$ cat config.mk
export PLATFORM = sky130hd
export DESIGN_NAME = ex_mem_reg
export DESIGN_NICKNAME = d
export VERILOG_FILES = /design/src/rtl/ex_mem_reg.sv
export SDC_FILE = /design/constraint.sdc
export NUM_CORES = 1
export LEC_CHECK = 0
export CAP_MARGIN = 20
export CORE_MARGIN = 1
export CORE_UTILIZATION = 40
export DETAILED_ROUTE_END_ITERATION = 8
export PLACE_DENSITY = 0.92
export SYNTH_ARGS = -nofsm -noshare
export SYNTH_HDL_FRONTEND = slang
export SYNTH_SLANG_ARGS = --single-unit
$ cat constraint.sdc
create_clock -name clk_i -period 2 [get_ports clk_i]
set_input_delay 0.4 -clock clk_i [delete_from_list [all_inputs] [get_ports clk_i]]
set_output_delay 0.4 -clock clk_i [all_outputs]
set_load 0.01 [all_outputs]
$ cat src/rtl/ex_mem_reg.sv
// EX/MEM pipeline register with a req/ack data-memory port that stalls the front of the pipe.
// Optional access timeout with sticky error: define EX_MEM_TIMEOUT_EN.
module ex_mem_reg #(
  parameter int unsigned TIMEOUT_CYC = 16
) (
  input  logic        clk_i,
  input  logic        rst_i,
  input  logic [31:0] ALUres_i,
  input  logic [31:0] RS2Data_i,
  input  logic [31:0] inst_i,
  input  logic        valid_i,
  input  logic [2:0]  MEM_signal_i,
  input  logic [1:0]  WB_signal_i,
  input  logic        flush_i,
  output logic        dmem_req_o,
  output logic        dmem_we_o,
  output logic [31:0] dmem_addr_o,
  output logic [31:0] dmem_wdata_o,
  input  logic        dmem_ack_i,
  input  logic [31:0] dmem_rdata_i,
  output logic        stall_o,
  output logic        valid_o,
  output logic [31:0] ALUres_o,
  output logic [31:0] MemData_o,
  output logic [4:0]  RDaddr_o,
  output logic [1:0]  WB_signal_o,
  output logic        err_o
);

  typedef enum logic {IDLE, ACCESS} state_t;

  state_t      r_state;
  state_t      w_state_next;

  logic        r_valid;
  logic [31:0] r_alures;
  logic [31:0] r_memdata;
  logic [4:0]  r_rd;
  logic [1:0]  r_wb;
  logic [2:0]  r_mem;
  logic        r_req;
  logic        r_we;
  logic [31:0] r_addr;
  logic [31:0] r_wdata;

  logic        w_capture_valid;
  logic        w_mem_access;
  logic        w_load;
  logic        w_timeout;
  logic        w_unused;

  assign w_capture_valid = valid_i & ~flush_i;
  assign w_mem_access    = w_capture_valid & (MEM_signal_i[0] | MEM_signal_i[1]);
  // MemRead with MemWrite also set is a store, so only a pure read loads.
  assign w_load          = r_mem[1] & ~r_mem[0];
  assign w_unused        = ^{inst_i[31:12], inst_i[6:0], r_mem[2]};

`ifdef EX_MEM_TIMEOUT_EN
  logic [31:0] r_cnt;
  logic [31:0] w_cnt_next;
  logic        r_err;

  assign w_cnt_next = r_cnt + 32'd1;
  // This edge ends the TIMEOUT_CYC-th ACCESS cycle without ack; a same-cycle ack wins.
  assign w_timeout  = (r_state == ACCESS) && !dmem_ack_i && (w_cnt_next == TIMEOUT_CYC);

  always_ff @(posedge clk_i) begin
    if (!rst_i) begin
      r_cnt <= '0;
      r_err <= 1'b0;
    end else begin
      if (r_state == IDLE) begin
        r_cnt <= '0;
      end else if (!dmem_ack_i) begin
        r_cnt <= w_cnt_next;
      end
      if (w_timeout) begin
        r_err <= 1'b1;
      end
    end
  end

  assign err_o = r_err;
`else
  logic w_unused_cfg;

  assign w_timeout    = 1'b0;
  assign w_unused_cfg = (TIMEOUT_CYC == 32'd0);
  assign err_o        = 1'b0;
`endif

  always_ff @(posedge clk_i) begin
    if (!rst_i) begin
      r_state <= IDLE;
    end else begin
      r_state <= w_state_next;
    end
  end

  always_comb begin
    w_state_next = r_state;
    case (r_state)
      IDLE:    if (w_mem_access) w_state_next = ACCESS;
      ACCESS:  if (dmem_ack_i || w_timeout) w_state_next = IDLE;
      default: w_state_next = IDLE;
    endcase
  end

  always_comb begin
    stall_o = (r_state == ACCESS);
    valid_o = r_valid && (r_state == IDLE);
  end

  always_ff @(posedge clk_i) begin
    if (!rst_i) begin
      r_valid   <= 1'b0;
      r_alures  <= '0;
      r_memdata <= '0;
      r_rd      <= '0;
      r_wb      <= '0;
      r_mem     <= '0;
      r_req     <= 1'b0;
      r_we      <= 1'b0;
      r_addr    <= '0;
      r_wdata   <= '0;
    end else if (r_state == IDLE) begin
      r_valid  <= w_capture_valid;
      r_alures <= ALUres_i;
      r_rd     <= inst_i[11:7];
      r_wb     <= flush_i ? 2'b00 : WB_signal_i;
      r_mem    <= flush_i ? 3'b000 : MEM_signal_i;
      if (w_mem_access) begin
        r_req   <= 1'b1;
        r_we    <= MEM_signal_i[0];
        r_addr  <= ALUres_i;
        r_wdata <= RS2Data_i;
      end
    end else if (dmem_ack_i) begin
      if (w_load) begin
        r_memdata <= dmem_rdata_i;
      end
      r_req <= 1'b0;
      r_we  <= 1'b0;
    end else if (w_timeout) begin
      r_req     <= 1'b0;
      r_we      <= 1'b0;
      r_memdata <= '0;
      r_wb[0]   <= 1'b0;
    end
  end

  assign dmem_req_o   = r_req;
  assign dmem_we_o    = r_we;
  assign dmem_addr_o  = r_addr;
  assign dmem_wdata_o = r_wdata;
  assign ALUres_o     = r_alures;
  assign MemData_o    = r_memdata;
  assign RDaddr_o     = r_rd;
  assign WB_signal_o  = r_wb;

endmodule

==> run metrics <==
I/O Buffers=248; Synth Area in Compound Gates=0.0548; Lkg Pwr=3.19 nW; RSZ-0062 raised after global routing=no; most common cell after layout, fill and taps aside=clkdlybuf4s50_1; Crit path max-delay family=buffers and inverters; share of cells above drive strength 1=0.0639; mapped cell area=5410 sq um; Root Driver=clkbuf_16; Layout Nets=954; CTS tree=done; Post-Route WL=14100 um; peak supply drop=0.481 mV; max frequency=529 MHz; result of the run=finished, final reports clean; post_cts resized=0; Synth Area in Adders=0; xor-xnor portion of the synthesized cell area=0; most frequent cells in the layout=clkdlybuf4s50_1 (247), nand2_1 (195), dfxtp_1 (140); area grow syn2layout=60.5%; Distinct cells, synth=23; crit start category=flip-flop; net count after synthesis=711; register area share after synthesis=0.521; total negative setup slack=0 ns; Final Critical Period=1.89 ns; sinks on the clock net=141; CP peak stage delay=0.56 ns; diodes inserted=0; Critical Path RT=1.60 ns; number of DRC markers after the initial detailed-route iteration=154; DR pass1 iterations=4; Final Skew=0.00447 ns; initial antenna violation count=0; Finish-stage setup viols=0; Worst Hold Class=in2reg; final core utilization=0.656; CTS max path bufs=2; post-synthesis mux area share=0.187; GRT Overall Usage=0.206; CTS H-tree lvls=4; largest area contributor in the netlist=dfxtp_1; Clk pin slew, worst setup/hold paths=0.06 ns; Power Dens Cells=807 nW/um^2; number of buffers created by CTS=17; CP bufs+invs=1; Area contributors post-synth=dfxtp_1 (52%), mux2i_1 (19%), nand2_1 (14%); cell count after synthesis=573; Synth Area in Simple Gates=0.197; first-pass GRT wire length=22600 um; via count=4657; Finished Layout Cells=1005; Final Wtd Congestion=0.734; period utilisation layout=0.945; Setup crit end kind=output port; Core Area=13200 sq um; Starting Density=0.409; vias in the first global route=4657; total grt overflow=0; Setup Buffers After CTS=0; Die Span Y=118 um; largest family of logic cells by synthesized area=simple AND/OR/NAND/NOR gates; Crit Path Class=reg2out; Avg WL per Cell=14.1 um; Vias per Instance=4.63; hpwl dp=9970 um; num rows=42; CTS Hold Bufs=0; MaxCap Viol Count=0; Yosys reg bits=141; top cell type's share of synthesized area=0.521; slowest cell on the critical path=clkdlybuf4s50_1; total die area=14000 sq um; crit-path cells=nor2b_1 -> clkdlybuf4s50_1; Hold Fails Final Rpt=0; Placed Instances=973; Power, Total=7.01 mW; Die Wd=118 um; worst-skew pair later-pin latency=0.41 ns; crit-path max FO=11; io pins=278; Final ANT Viol Nets=0; Slew Viols, Final=0; WHS=0.454 ns; maximum number of pins on one net before global-route repair=59; crit path DAT=1.49 ns; Ys Warns=0; DRC viols=0; synthesized area per cell=9.45 sq um
==> metal layers <==
metal  track usage  wire length (um)
met1         0.223              5690
met4        0.0994               385
met3        0.0772              1100
met2         0.353              6950
met5             0                 0
==> Yosys cell counts, drive strengths merged <==
cell type / instances
or3b: 1
buf: 15
o21a: 2
o22ai: 1
nand2: 195
a22oi: 3
nor3b: 1
dfxtp: 141
and4b: 1
conb: 1
a21boi: 33
nand4b: 1
nand3: 1
mux2i: 101
clkbuf: 28
nor2b: 43
nor2: 3
a21oi: 1
and2: 1
==> report_power, final <==
group / internal (mW) / switching [mW] / total (mW)
sequential: 2.93 / 0.0647 / 3.00
combinational: 0.540 / 0.348 / 0.888
clock: 1.98 / 1.14 / 3.13
==> stage by stage <==
step                setup slack [ns]  instance area, sq um
floorplan                      0.514                  5410
global placement              0.0243                  8100
detailed placement           -0.0168                  8100
CTS                           0.0890                  8690
global route                  0.0353                  8690
finish                         0.110                  8690
==> worst reg2reg max path: stages, from the launching register on <==
cell	delay, ns
dfxtp_2	0.48
buf_4	0.36
buf_4	0.37
mux2i_1	0.28
nor2b_1	0.10
==> final cells by class <==
| cell class | instances | area, sq um |
|---|---|---|
| fillers | 1020 | 4550 |
| flip-flops and latches | 141 | 2820 |
| repair buffers | 267 | 2670 |
| multi-input cells | 389 | 2380 |
| clock buffers | 20 | 447 |
| well taps | 176 | 220 |
| clock inverters | 12 | 145 |
==> cell families after synthesis <==
family / Yosys count
DFF: 141
muxes: 101
other: 1
and+or+nand+nor: 247
buffers and inverters: 43
AOI/OAI and AO/OA: 40
==> final timing paths <==
kind | start | to | slack [ns] | cells after the start
setup / recovery | stall_o | valid_o | 0.11 | 2
hold / removal | rst_i | stall_o | 0.45 | 2
setup reg to reg | stall_o | ALUres_o[29] | 0.28 | 4
hold reg to reg | dmem_wdata_o[31] | dmem_wdata_o[31] | 0.46 | 2
==> flip-flops by register name (all words and copies together) (netlist names) <==
signal and flops:
r_valid 1, dmem_req_o 1, stall_o 1, RDaddr_o 5, ALUres_o 32, dmem_we_o 1
r_mem 2, MemData_o 32, dmem_wdata_o 32, WB_signal_o 2, dmem_addr_o 32
Power figures use the tool's default switching activity.
